[src/rtl/multiport_regfile.sv]
// Two-write / two-read register file with registered, zero-gated reads and a saturating write-collision counter.
// Define REGFILE_BYPASS_EN to forward same-edge write data to reads of the same address.
module multiport_regfile #(
  parameter int unsigned WIDTH = 16,
  parameter int unsigned DEPTH = 8,
  parameter int unsigned AW    = $clog2(DEPTH)
) (
  input  logic             clk,
  input  logic             reset,
  input  logic             wr1_en,
  input  logic [AW-1:0]    wr1_addr,
  input  logic [WIDTH-1:0] wr1_data,
  input  logic             wr2_en,
  input  logic [AW-1:0]    wr2_addr,
  input  logic [WIDTH-1:0] wr2_data,
  input  logic             rdA_en,
  input  logic [AW-1:0]    rdA_addr,
  input  logic             rdB_en,
  input  logic [AW-1:0]    rdB_addr,
  output logic [WIDTH-1:0] rdA_data,
  output logic [WIDTH-1:0] rdB_data,
  output logic             rdA_valid,
  output logic             rdB_valid,
  input  logic             conflict_clr,
  output logic [7:0]       conflict_cnt
);

  localparam logic [AW:0] DEPTH_V = (AW+1)'(DEPTH);
  localparam logic [7:0]  CNT_MAX = 8'hFF;

  logic [WIDTH-1:0] mem [DEPTH];
  logic             wr1_ok;
  logic             wr2_ok;
  logic             collide;
  logic [WIDTH-1:0] rd_a_word;
  logic [WIDTH-1:0] rd_b_word;

  function automatic logic in_range(input logic [AW-1:0] a);
    return {1'b0, a} < DEPTH_V;
  endfunction

  // Out-of-range writes are dropped entirely, so they can never collide.
  always_comb begin
    wr1_ok  = wr1_en && in_range(wr1_addr);
    wr2_ok  = wr2_en && in_range(wr2_addr);
    collide = wr1_ok && wr2_ok && (wr1_addr == wr2_addr);
  end

  // Read word selection; the bypass build lets the winning same-edge write override storage.
  always_comb begin
    rd_a_word = '0;
    rd_b_word = '0;
    if (in_range(rdA_addr)) rd_a_word = mem[rdA_addr];
    if (in_range(rdB_addr)) rd_b_word = mem[rdB_addr];
`ifdef REGFILE_BYPASS_EN
    if (wr2_ok && (wr2_addr == rdA_addr)) rd_a_word = wr2_data;
    if (wr1_ok && (wr1_addr == rdA_addr)) rd_a_word = wr1_data;
    if (wr2_ok && (wr2_addr == rdB_addr)) rd_b_word = wr2_data;
    if (wr1_ok && (wr1_addr == rdB_addr)) rd_b_word = wr1_data;
`endif
  end

  // Storage: port 1 wins when both ports target the same entry.
  always_ff @(posedge clk or posedge reset) begin
    if (reset) begin
      for (int i = 0; i < int'(DEPTH); i++) mem[i] <= '0;
    end else begin
      for (int i = 0; i < int'(DEPTH); i++) begin
        if (wr1_ok && (wr1_addr == AW'(i)))      mem[i] <= wr1_data;
        else if (wr2_ok && (wr2_addr == AW'(i))) mem[i] <= wr2_data;
      end
    end
  end

  // Registered read ports; data is forced to zero whenever no request was sampled.
  always_ff @(posedge clk or posedge reset) begin
    if (reset) begin
      rdA_data  <= '0;
      rdB_data  <= '0;
      rdA_valid <= 1'b0;
      rdB_valid <= 1'b0;
    end else begin
      rdA_valid <= rdA_en;
      rdB_valid <= rdB_en;
      rdA_data  <= rdA_en ? rd_a_word : '0;
      rdB_data  <= rdB_en ? rd_b_word : '0;
    end
  end

  // Collision counter; clear beats a same-edge increment.
  always_ff @(posedge clk or posedge reset) begin
    if (reset) begin
      conflict_cnt <= '0;
    end else if (conflict_clr) begin
      conflict_cnt <= '0;
    end else if (collide && (conflict_cnt != CNT_MAX)) begin
      conflict_cnt <= conflict_cnt + 8'd1;
    end
  end

endmodule

[config.mk]
export PLATFORM = sky130hd
export DESIGN_NAME = multiport_regfile
export DESIGN_NICKNAME = d
export VERILOG_FILES = /design/src/rtl/multiport_regfile.sv
export SDC_FILE = /design/constraint.sdc
export NUM_CORES = 1
export LEC_CHECK = 0
export ABC_AREA = 1
export CORE_MARGIN = 8
export CORE_UTILIZATION = 58
export DETAILED_ROUTE_END_ITERATION = 10
export GPL_TIMING_DRIVEN = 0
export PLACE_DENSITY_LB_ADDON = 0.25
export SYNTH_ARGS = -nofsm -noshare
export SYNTH_HDL_FRONTEND = slang
export SYNTH_SLANG_ARGS = --single-unit
[constraint.sdc]
create_clock -name clk -period 6.35 [get_ports clk]
set_clock_uncertainty 0.1 [all_clocks]
set_input_delay 0.635 -clock clk [delete_from_list [all_inputs] [get_ports clk]]
set_output_delay 0.635 -clock clk [all_outputs]
set_load 0.01 [all_outputs]
* Word-level counts from Yosys, hierarchy flattened
Index checks and enable logic that the tools add are counted.
Word-level totals: bits in registers 170
Operators by class: reduce and logical (&&, ||, !) cells 30, bitwise operators 2, equal/unequal tests 16, $lt $le $gt $ge 2, mux-type cells 26, add/subtract/negate cells 1
Operator list (number):
- $mux 16 | 22
- $bmux 16 s3 | 2
- $eq 3x3->1 const B | 8
- $logic_and 1x1->1 | 19
- $reduce_bool 2->1 | 9
- $mux 8 | 2
- $eq 3x2->1 const B | 4
- $add 8x1->8 const B | 1
- $ge 4x4->1 const B | 2
- $ne 8x8->1 const B | 1
- $not 3->4 | 2
- $eq 3x1->1 const B | 2
- $logic_not 3->1 | 2
- $eq 3x3->1 | 1

* Longest topological paths before layout
depth after elaboration 5, depth in mapped cells 8, depth with buffers taken out 8

* Worst setup path after synthesis
OpenSTA, ideal clock, no wires.
path type input to register, from input port rdB_addr[0], to register rdB_data[1], data arrival time 1.432 ns, stages on the path 7, slack 4.701 ns, setup time 0.117 ns, required time 6.133 ns, path buffers 3, path through buf_2 -> buf_2 -> buf_4 -> o211ai_1 -> nand2_1 -> nor2_1 -> nor2_1
On the way: word-level cells in the longest chain between the ends 5
Ends and longest elaborated chain:
- start, declared | line 19 | input logic [AW-1:0] rdB_addr,
- $not 3->4 (implied by the code) | line 54 | if (in_range(rdB_addr)) rd_b_word = mem[rdB_addr];
- $bmux 16 s3 | line 54
- $mux 16 (implied by the code) (2 in a row) | line 54
- $mux 16 | line 86 | rdB_data <= rdB_en ? rd_b_word : '0;
- end signal, assigned | line 86
- end, declared | line 21 | output logic [WIDTH-1:0] rdB_data,
No other way between the ends. The select of a mux whose other input is x is not followed. A chain may end at the register's enable or synchronous reset.

* Final worst setup path
from register conflict_cnt[4], to output port conflict_cnt[4]
RTL lines:
- start, declared | line 25 | output logic [7:0] conflict_cnt
- start signal, assigned | line 97 | conflict_cnt <= conflict_cnt + 8'd1;
No word-level cell between the ends.

==> flow_summary_export.csv <==
group,metric,value,unit
cells_and_area,final_area,11600,µm²
yosys,synth_top_cell_by_area,"dfrtp_1",
routing,top_layer_used,"met4",
floorplanning,row_count,47,
sta,max_slew_margin,0.458,
cells_and_area,n_fill_cell,1377,
yosys,yosysTopAreaCellShare,0.432,
routing,viasPerCell,6.23,
clock_network,root_buffer,"clkbuf_16",
sta,worst_pin_slew,0.813,ns
routing,ant_nets,0,
place,placed_cells,1630,
clock_network,clock_latency,0.44,ns
setup_path,ff2ff_setup_slack,4.61,ns
worst_hold_path,hold_depth,2,
routing,drt_wl_total,34000,µm
sta,drv_slew,0,
worst_hold_path,hp-start,"mem[120]",
sta,timing.hold.ws,0.403,ns
cells_and_area,drive_above_1_share,0.0825,
setup_path,path_buf_inv,1,
cells_and_area,nNetsFinal,1481,
routing,drc_errors,0,
setup_path,crit_fanout,6,
sta,rsz0062_at_grt,"false",
sta,timing.fmax,448,MHz
setup_path,r2r_start,"conflict_cnt[0]",
setup_path,cp_top_family,"buffers and inverters",
global_routing,grt_max_degree,119,
clock_network,clk_pin_slew_worst_paths,0.07,ns
floorplanning,core,16600,µm²
clock_network,ctsHoldBuffers,0,
yosys,yosysUniqueCellTypes,34,
global_routing,grt_overflow_total,0,
place,portBuffers,85,
cells_and_area,layout_commonest_cell,"nand2_1",
routing,dr_wl_met3,4630,µm
cells_and_area,area_growth,18.2,%
setup_path,required,5.61,ns
setup_path,path_cells,"clkdlybuf4s50_1",
setup_path,reg2reg_to,"conflict_cnt[3]",
floorplanning,die-area,21400,µm²
place,dpl_cell_area,11000,µm²
clock_network,cts_buffer_depth,2,
routing,met2_length,15200,µm
setup_path,cp.arrival,1.50,ns
sta,hold_viol,0,
sta,period_minus_slack,2.23,ns
yosys,syn_nets,1376,
clock_network,cts_resized,0,
yosys,seq_area_frac_synth,0.432,
place,place_ws,3.89,ns
global_routing,grt_pass1_vias,9786,
setup_path,crit_type,"flip-flop to output pin",
yosys,synthTopCellsByArea,"dfrtp_1, o21ai_0, nand2_1",
global_routing,grt_pass1_wl,53300,µm
sta,period_share,0.352,
yosys,syn-instance-count,1324,
floorplanning,start_util,0.594,
place,hpwl,25300,µm
sta,setup_viol,0,
routing,num_vias,10359,
power_and_ir_drop,leakage,5.44,nW
clock_network,cts_buffers,17,
yosys,synth_area,9850,µm²
routing,wl_met1,12900,µm
floorplanning,ios,93,
global_routing,grt_use_total,0.315,
clock_network,cts_tree,"built",
worst_hold_path,hold_class,"flip-flop to flip-flop",
clock_network,post_cts_buffers,0,
setup_path,worst_r2r_path_depth,8,
place,gp_congestion,1.01,
cells_and_area,antenna_cells,0,
cells_and_area,final_cell_mix,"nand2_1, o21ai_0, dfrtp_1",
setup_path,crit_path_top_delay_cell,"clkdlybuf4s50_1",
clock_network,htree_levels,4,
floorplanning,die_w,146,µm
power_and_ir_drop,powerDensity,278,nW/µm²
sta,worst_slack,4.12,ns
global_routing,antenna_found_initial,0,
cells_and_area,final_cells,1662,
setup_path,end_kind,"output pin",
yosys,yosysWarnings,0,
worst_hold_path,whs_endpoint,"mem[120]",
run,maxCapViolCount,0,
setup_path,cpPeakStageDelay,0.59,ns
routing,avgRoutedWirePerCell,20.5,µm
yosys,ys_ff_latch,170,
routing,firstDrtPassIters,8,
run_status,status,"finished clean",
floorplanning,fp.dieH,146,µm
setup_path,start_kind,"flip-flop",
yosys,postSynthAreaPerCell,7.44,µm²
power_and_ir_drop,irDropWorstVdd,0.202,mV
routing,first_iter_violations,1525,
clock_network,clock_sinks,170,
final cells by class:
class,count,area (µm²),area share
Buffer,97,463,0.0398
Clock buffer,22,494,0.0424
Clock inverter,10,138,0.0118
Inverter,118,453,0.0389
Multi-Input combinational cell,939,4690,0.403
Sequential cell,170,4250,0.365
Tap cell,220,275,0.0236
Timing Repair Buffer,86,878,0.0754
worst max-delay path by stage:
stage / startpoint / end / slack, ns / cells after the start
after global routing: conflict_cnt[4] / conflict_cnt[4] / 4.06 / 1
after floorplan: reset / conflict_cnt[0] / 1.01 / 1
after detailed placement: wr1_addr[2] / mem[27] / 3.89 / 7
final: conflict_cnt[4] / conflict_cnt[4] / 4.12 / 1
after CTS: conflict_cnt[4] / conflict_cnt[4] / 4.12 / 1
after global placement: reset / conflict_cnt[3] / -1.17 / 2
synth_stat cells:
library cell and count:
inv_4 1, inv_1 108, ha_1 1, o21ai_2 7, o21bai_1 1, nand2_1 245
buf_6 5, nor2_1 91, nand2_2 8, o221ai_2 4, nand3_2 1, nor2_4 3
o22ai_2 4, clkinv_1 2, o21ai_1 48, o22ai_1 3, inv_2 7, xnor2_1 1
nand3_1 109, xor2_1 2, nand2_4 2, o211ai_1 60, o21ai_0 237, nor2_8 1
dfrtp_1 170, a21oi_1 85, nor2_2 3, clkbuf_2 5, buf_2 29, o221ai_1 18
nand4_1 5, buf_1 10, clkbuf_1 43, buf_4 5
logic make-up after synthesis:
logic type	share of synthesized area
AOI/OAI and AO/OA	0.270
xor gates and xnor gates	0.00267
DFF	0.432
and+or+nand+nor	0.202
adders and majority gates	0.00127
buffers and inverters	0.0922
state kept, by name (all words and copies together), names as in the netlist:
| register | flops |
|---|---|
| conflict_cnt | 8 |
| mem | 128 |
| rdA_data | 16 |
| rdA_valid | 1 |
| rdB_data | 16 |
| rdB_valid | 1 |
through the flow:
step	util	power, W	setup TNS, ns
floorplan	-	0.00182	0
global placement	0.662	0.00206	-194.97
detailed placement	0.664	0.00209	0
CTS	0.702	0.00320	0
global route	0.702	0.00336	0
finish	0.702	0.00324	0
worst reg2reg max path, stage by stage, from the launching register on:
cell and delay [ns]:
dfrtp_1 0.44, ha_1 0.24, nand3_1 0.16, inv_1 0.06
nand2_1 0.18, nand3_2 0.22, nand2_1 0.17, nand2_1 0.06
nand2_1 0.06
report_power, final:
| group | switching, W | internal [W] |
|---|---|---|
| Clock | 0.000457 | 0.000672 |
| Combinational | 0.000466 | 0.000266 |
| Sequential | 0.000105 | 0.00128 |
| Total | 0.00103 | 0.00221 |
layer usage:
metal  vias to the layer above  global-route usage
li1                       4713                   -
met1                      4763               0.406
met2                       748               0.480
met3                       135              0.0986
met4                         0               0.138
met5                         -                   0
Power figures use the tool's default switching activity.
